--- config.mk ---
export PLATFORM = sky130hd
export DESIGN_NAME = fetch_unit_flat
export DESIGN_NICKNAME = d
export VERILOG_FILES = /design/src/rtl/fetch_pkg.sv /design/src/rtl/fetch_if.sv /design/src/rtl/fetch_fifo.sv /design/src/rtl/fetch_unit.sv /design/src/flat_wrapper.sv
export SDC_FILE = /design/constraint.sdc
export NUM_CORES = 1
export LEC_CHECK = 0
export CORE_AREA = 4 4 143 145
export CTS_CLUSTER_DIAMETER = 120
export DETAILED_ROUTE_END_ITERATION = 10
export DIE_AREA = 0 0 147 149
export PLACE_DENSITY = 0.76
export SYNTH_ARGS = -nofsm -noshare
export SYNTH_HDL_FRONTEND = slang
export SYNTH_HIERARCHICAL = 1
export SYNTH_SLANG_ARGS = --single-unit
export TNS_END_PERCENT = 1
--- constraint.sdc ---
create_clock -name clk -period 4.55 [get_ports clk]
set_input_delay 0.91 -clock clk [delete_from_list [all_inputs] [get_ports clk]]
set_output_delay 0.91 -clock clk [all_outputs]
set_load 0.01 [all_outputs]
--- src/rtl/fetch_pkg.sv ---
// Shared types and constants for the instruction fetch stage.
package fetch_pkg;

  localparam int XLEN = 32;
  localparam logic [XLEN-1:0] NOP_INST = 32'h0000_0013;

  typedef enum logic [1:0] {
    IDLE,
    REQ,
    DROP
  } fetch_state_t;

  typedef struct packed {
    logic [XLEN-1:0] pc;
    logic [XLEN-1:0] inst;
  } fetch_entry_t;

  function automatic logic [XLEN-1:0] align_word(input logic [XLEN-1:0] addr);
    return {addr[XLEN-1:2], 2'b00};
  endfunction

endpackage

--- src/rtl/fetch_if.sv ---
// Fetch stage bus: instruction-memory handshake, decode handshake and redirect.
import fetch_pkg::*;

interface fetch_if;
  logic            imem_req;
  logic [XLEN-1:0] imem_addr;
  logic            imem_ack;
  logic [XLEN-1:0] imem_rdata;
  logic            inst_valid;
  logic            inst_ready;
  logic [XLEN-1:0] inst;
  logic [XLEN-1:0] inst_pc;
  logic            redirect_valid;
  logic [XLEN-1:0] redirect_pc;

  modport master (
    output imem_req, imem_addr, inst_valid, inst, inst_pc,
    input  imem_ack, imem_rdata, inst_ready, redirect_valid, redirect_pc
  );

  modport slave (
    input  imem_req, imem_addr, inst_valid, inst, inst_pc,
    output imem_ack, imem_rdata, inst_ready, redirect_valid, redirect_pc
  );
endinterface

--- src/rtl/fetch_fifo.sv ---
// Instruction buffer: synchronous FIFO of {pc, inst} entries with a one-cycle flush.
import fetch_pkg::*;

module fetch_fifo #(
  parameter int DEPTH = 2
) (
  input  logic                   clk,
  input  logic                   rst,
  input  logic                   i_flush,
  input  logic                   i_push,
  input  fetch_entry_t           i_data,
  input  logic                   i_pop,
  output logic                   o_valid,
  output fetch_entry_t           o_head,
  output logic [$clog2(DEPTH):0] o_count
);
  localparam int AW = $clog2(DEPTH);

  fetch_entry_t   r_mem [DEPTH];
  logic [AW-1:0]  r_wr;
  logic [AW-1:0]  r_rd;
  logic [AW:0]    r_count;
  logic           w_push;
  logic           w_pop;

  // A flush wins over any same-cycle push or pop.
  assign w_push = i_push && !i_flush;
  assign w_pop  = i_pop && (r_count != '0) && !i_flush;

  always_ff @(posedge clk) begin
    if (rst || i_flush) begin
      r_wr    <= '0;
      r_rd    <= '0;
      r_count <= '0;
    end else begin
      if (w_push) r_wr <= r_wr + AW'(1);
      if (w_pop)  r_rd <= r_rd + AW'(1);
      if (w_push && !w_pop)      r_count <= r_count + (AW+1)'(1);
      else if (w_pop && !w_push) r_count <= r_count - (AW+1)'(1);
    end
  end

  always_ff @(posedge clk) begin
    if (w_push) r_mem[r_wr] <= i_data;
  end

  assign o_valid = (r_count != '0);
  assign o_head  = o_valid ? r_mem[r_rd] : '0;
  assign o_count = r_count;

endmodule

--- src/rtl/fetch_unit.sv ---
// Instruction fetch stage: one outstanding imem request, buffered words to decode, redirect flush.
import fetch_pkg::*;

module fetch_unit #(
  parameter logic [31:0] RESET_PC   = 32'h0000_0000,
  parameter int          FIFO_DEPTH = 2
) (
  input  logic   clk,
  input  logic   rst,
  fetch_if.master bus
);
  localparam int CW = $clog2(FIFO_DEPTH) + 1;

  fetch_state_t    r_state;
  logic [XLEN-1:0] r_fetch_pc;
  logic [XLEN-1:0] r_addr;

  logic            w_push;
  logic            w_pop;
  logic            w_valid;
  fetch_entry_t    w_head;
  fetch_entry_t    w_entry;
  logic [CW-1:0]   w_count;
  logic [CW-1:0]   w_count_after;
  logic [XLEN-1:0] w_redir_pc;
  logic [XLEN-1:0] w_next_pc;

  assign w_redir_pc    = align_word(bus.redirect_pc);
  assign w_next_pc     = r_fetch_pc + 32'd4;
  assign w_push        = (r_state == REQ) && bus.imem_ack && !bus.redirect_valid;
  assign w_pop         = w_valid && bus.inst_ready && !bus.redirect_valid;
  assign w_count_after = w_count + CW'(w_push) - CW'(w_pop);
  assign w_entry       = '{pc: r_fetch_pc, inst: bus.imem_rdata};

  // r_addr is the address presented to imem; it only diverges from r_fetch_pc
  // in DROP, where it still names the request being discarded.
  always_ff @(posedge clk) begin
    if (rst) begin
      r_state    <= IDLE;
      r_fetch_pc <= RESET_PC;
      r_addr     <= RESET_PC;
    end else if (bus.redirect_valid) begin
      r_fetch_pc <= w_redir_pc;
      if (r_state == IDLE || bus.imem_ack) begin
        r_state <= REQ;
        r_addr  <= w_redir_pc;
      end else begin
        r_state <= DROP;
      end
    end else begin
      case (r_state)
        IDLE: begin
          if (w_count < CW'(FIFO_DEPTH)) r_state <= REQ;
        end
        REQ: begin
          if (bus.imem_ack) begin
            r_fetch_pc <= w_next_pc;
            r_addr     <= w_next_pc;
            r_state    <= (w_count_after < CW'(FIFO_DEPTH)) ? REQ : IDLE;
          end
        end
        DROP: begin
          if (bus.imem_ack) begin
            r_state <= REQ;
            r_addr  <= r_fetch_pc;
          end
        end
        default: r_state <= IDLE;
      endcase
    end
  end

  fetch_fifo #(
    .DEPTH(FIFO_DEPTH)
  ) u_fifo (
    .clk     (clk),
    .rst     (rst),
    .i_flush (bus.redirect_valid),
    .i_push  (w_push),
    .i_data  (w_entry),
    .i_pop   (w_pop),
    .o_valid (w_valid),
    .o_head  (w_head),
    .o_count (w_count)
  );

  assign bus.imem_req   = (r_state != IDLE);
  assign bus.imem_addr  = r_addr;
  assign bus.inst_valid = w_valid;
  assign bus.inst       = w_head.inst;
  assign bus.inst_pc    = w_head.pc;

endmodule

--- src/flat_wrapper.sv ---
// flat-port wrapper written by rule: the top's interface ports become plain ports
module fetch_unit_flat 
#(
  parameter logic [31:0] RESET_PC   = 32'h0000_0000,
  parameter int          FIFO_DEPTH = 2
)
  (clk, rst, bus_imem_req, bus_imem_addr, bus_inst_valid, bus_inst, bus_inst_pc, bus_imem_ack, bus_imem_rdata, bus_inst_ready, bus_redirect_valid, bus_redirect_pc);
  fetch_if bus_i ();
  input  logic clk;
  input  logic rst;
  output wire logic [$bits(bus_i.imem_req)-1:0] bus_imem_req;
  output wire logic [$bits(bus_i.imem_addr)-1:0] bus_imem_addr;
  output wire logic [$bits(bus_i.inst_valid)-1:0] bus_inst_valid;
  output wire logic [$bits(bus_i.inst)-1:0] bus_inst;
  output wire logic [$bits(bus_i.inst_pc)-1:0] bus_inst_pc;
  input wire logic [$bits(bus_i.imem_ack)-1:0] bus_imem_ack;
  input wire logic [$bits(bus_i.imem_rdata)-1:0] bus_imem_rdata;
  input wire logic [$bits(bus_i.inst_ready)-1:0] bus_inst_ready;
  input wire logic [$bits(bus_i.redirect_valid)-1:0] bus_redirect_valid;
  input wire logic [$bits(bus_i.redirect_pc)-1:0] bus_redirect_pc;
  assign bus_imem_req = bus_i.imem_req;
  assign bus_imem_addr = bus_i.imem_addr;
  assign bus_inst_valid = bus_i.inst_valid;
  assign bus_inst = bus_i.inst;
  assign bus_inst_pc = bus_i.inst_pc;
  assign bus_i.imem_ack = bus_imem_ack;
  assign bus_i.imem_rdata = bus_imem_rdata;
  assign bus_i.inst_ready = bus_inst_ready;
  assign bus_i.redirect_valid = bus_redirect_valid;
  assign bus_i.redirect_pc = bus_redirect_pc;
  fetch_unit #(.RESET_PC(RESET_PC), .FIFO_DEPTH(FIFO_DEPTH)) u_core (.clk(clk), .rst(rst), .bus(bus_i));
endmodule
==> summary.md <==
| Metric | Value |
|---|---|
| Final Max Slew Viols | 0 |
| Syn Area/Cell | approximately 12 µm² |
| Slew margin rel. | between 30 and 40% |
| CP Launch Type | flop |
| Pwr dens | 341 nW/µm² |
| Power Total | about 3.9 mW |
| Switching power of the nets | between 0.9 and 1 mW |
| Vias per inst | approximately 5.4 |
| Min Hold Slack | between 400 and 500 ps |
| Hold violation count in the final report | 0 |
| Die area | roughly 22000 µm² |
| Area post-placement | 10700 µm² |
| Die Wd | 147 µm |
| Final non-filler cell total | 1191 |
| Status | finished clean |
| Ys Warns | 6 |
| Leakage | around 3.6 nW |
| WP data arrival | ~2400 ps |
| Area of the multi-input gates | roughly 3500 µm² |
| First-pass GRT wire length | 33600 µm |
| Share of total power in the clock network | approximately 39% |
| Final setup viols | 0 |
| Diodes inserted | 0 |
| Post-synthesis adder-cell area fraction | less than 1% |
| Critical R2R Launch | u_core/r_state[0] |
| Post-route cell area | about 11000 µm² |
| Vias | 6447 |
| Die Span Y | around 150 µm |
| Max Cap Viol | 0 |
| Async SR Flop Fraction | 0% |
| Post-synthesis register bit count | 195 |
| Pre-CTS setup slack | 1080 ps |
| Placed cells | between 1000 and 1500 |
| Global Route met3 Usage | 4.47% |
| Worst hold path endpoint | u_core/bus.imem_addr[4] |
| Largest net degree at the start of global routing | 65 |
| Drt wl/cell | 17.8 µm |
| Worst setup path class | reg2out |
| Vias in the first global route | about 6300 |
| Reg2Reg Depth | 5 |
| Hold depth | 2 |
| Post-Synth XOR/XNOR Area | just over 5% |
| Ports | 167 |
| Post-synth EDFFs | around 130 |
| Fillers | 1580 |
| Starting Density | between 40% and 50% |
| Worst-Skew Late Latency | about 430 ps |
| Mux share of post-synthesis cell area | 7.62% |
| DRT iter0 DRCs | approximately 510 |
| Htree depth | 4 |
| GR met2 Demand/Resource | 30.6% |
| Global routing usage on met1 | 26.9% |
| Internal cell power | about 3.0 mW |
| Min Tclk post-route | 3340 ps |
| Seq pwr share | 52.2% |
| Sequential Area | 5190 µm² |
| Area Growth Syn to Fin | 26.7% |
| Initial antenna violation count | 0 |
| CTS Hold Bufs | 0 |
| CTS tree | done |
| All-Layer GR Usage | between 10% and 20% |
| Worst Hold Launch | u_core/bus.imem_addr[4] |
| Setup tns final | 0 ps |
| Worst Hold Class | reg2reg |
| Placer Congestion | ~0.9 |
| Num CTS Buffers | 17 |
| DRC viols | 0 |
| Cells after Synth | 775 |
| Antenna-violating nets left | 0 |
| Combinational Power Share | a little under a tenth |
| Post-synthesis simple-gate area fraction | 16.1% |
| Busiest grt layer | met2 |
| Peak supply drop | between 0.2 and 0.3 mV |
| Main combinational cell family by area after synthesis | simple AND/OR/NAND/NOR gates |
| Resized cells post-CTS | 0 |
| Period utilization | between 70% and 80% |
| Worst-path clk slew | 70 ps |
| Total Routed Length | between 20000 and 25000 µm |
| Post-CTS setup buffer count | 0 |
| Clk sink count | ~200 |
| Reg-to-Reg End | u_core/bus.imem_addr[26] |
| RSZ-0062 raised after global routing | no |
| Row count | just over 50 |
| Worst-margin pin slew | ~1000 ps |
| Clk_skew | 12.8 ps |
| Fmax achieved | 300 MHz |
| Commonest non-fill, non-tap cells in the layout | clkdlybuf4s50_1 (161), edfxtp_1 (128), nor2_1 (86), mux2i_1 (68), dfxtp_1 (66) |
| Commonest non-fill, non-tap cell in the layout | clkdlybuf4s50_1 |
| DRT Pass-1 Iters | 5 |
| CP max FO | 37 |
| Unique masters post-synth | 61 |
| Final core occ | approximately 59% |
| Share of cells above drive strength 1 | 7.56% |
| Compound-Gate Fraction of Synth Area | 8.99% |
| CP Data Required Time | between 3000 and 4000 ps |
| Final net count | roughly 990 |
| Longest Clk Path Bufs | 2 |
| R2R setup slack | around 1900 ps |
| Post-DP HPWL | 14000 µm |
| Slack of the critical path | between 1000 and 1500 ps |
| Clk root buf | clkbuf_16 |
| IO Port Bufs | approximately 160 |
| Mapped cell area | ~9000 µm² |
| GRT overflow | 0 |
| Net Sw Frac | between 20% and 30% |
| Main synth FF type | edfxtp_1 |
| Core area | around 19000 µm² |
| Critical Path End Type | output pin |
| Sequential fraction of the synthesis area | around three fifths |
[worst max path at each step]
| stage | startpoint | to | slack (ps) | cells past startpoint |
|---|---|---|---|---|
| after global placement | bus_imem_ack | u_core/bus.imem_addr[13] | 1130 | 5 |
| final | flop | bus_inst[28] | 1210 | 4 |
| after detailed placement | bus_imem_ack | u_core/bus.imem_addr[14] | 1080 | 5 |
| after global routing | flop | bus_inst[9] | 1050 | 4 |
| after CTS | flop | bus_inst[28] | 1160 | 4 |
| after floorplan | bus_redirect_valid | u_core/u_fifo/r_mem[0][0] | 820 | 6 |
[cell type report]
type	instances	area share (%)
repair buffers	173	15.2
clock inverters	14	1.35
multi-input cells	521	30.6
inverters	5	0.166
clock buffers	18	3.88
well taps	265	2.93
flip-flops and latches	195	45.8
[flip-flops by register name, indices dropped and copies added, names as in the netlist, named ones only]
signal	cells
u_core/u_fifo/r_wr	1
u_core/r_state	2
u_core/u_fifo/o_count	2
u_core/u_fifo/r_mem	128
u_core/r_fetch_pc	30
u_core/u_fifo/r_rd	1
u_core/bus.imem_addr	30
[cell usage after synthesis (16+ instances only)]
| cell | n | area [µm²] |
|---|---|---|
| nor2_1 | 87 | 327 |
| xor2_1 | 22 | 193 |
| dfxtp_1 | 67 | 1340 |
| a21oi_1 | 35 | 175 |
| xnor2_1 | 31 | 272 |
| mux2i_1 | 68 | 681 |
| nand2_1 | 52 | 195 |
| clkbuf_1 | 17 | 63.8 |
| nand2b_1 | 17 | 106 |
| buf_2 | 28 | 140 |
| nand3_1 | 29 | 145 |
| a211oi_1 | 16 | 120 |
| o21ai_0 | 20 | 100 |
| edfxtp_1 | 128 | 3840 |
[power groups by stage]
stage / registers (mW) / clock network (mW) / logic, mW
after global routing: 2.02 / 1.60 / 0.381
after detailed placement: 2.05 / 0 / 0.349
after CTS: 2.01 / 1.52 / 0.352
after floorplan: 2.03 / 0 / 0.186
final: 2.01 / 1.50 / 0.351
after global placement: 2.05 / 0 / 0.343
[layer usage]
metal  wire length [µm]  up-vias
li1                   -     3093
met1               9660     3061
met2               9720      258
met3               1390       35
met4                380        0
met5                  0        -
[kinds of logic (layout without fill, tap and decap cells)]
kind of cell / after synthesis / in the layout
buffers and inverters: 64 / 210
other: 1 / 6
xor gates and xnor gates: 53 / 53
adders and majority gates: 3 / 3
and+or+nand+nor: 270 / 270
AOI/OAI and AO/OA: 121 / 121
muxes: 68 / 68
DFF: 195 / 195
[worst max-delay path, cell delays in order, from the launching register on]
cell and delay (ps):
dfxtp_4 770, buf_4 390, mux2i_1 230, nor2_1 70
clkdlybuf4s50_1 510
No activity file was read; power rests on OpenSTA's default activity.
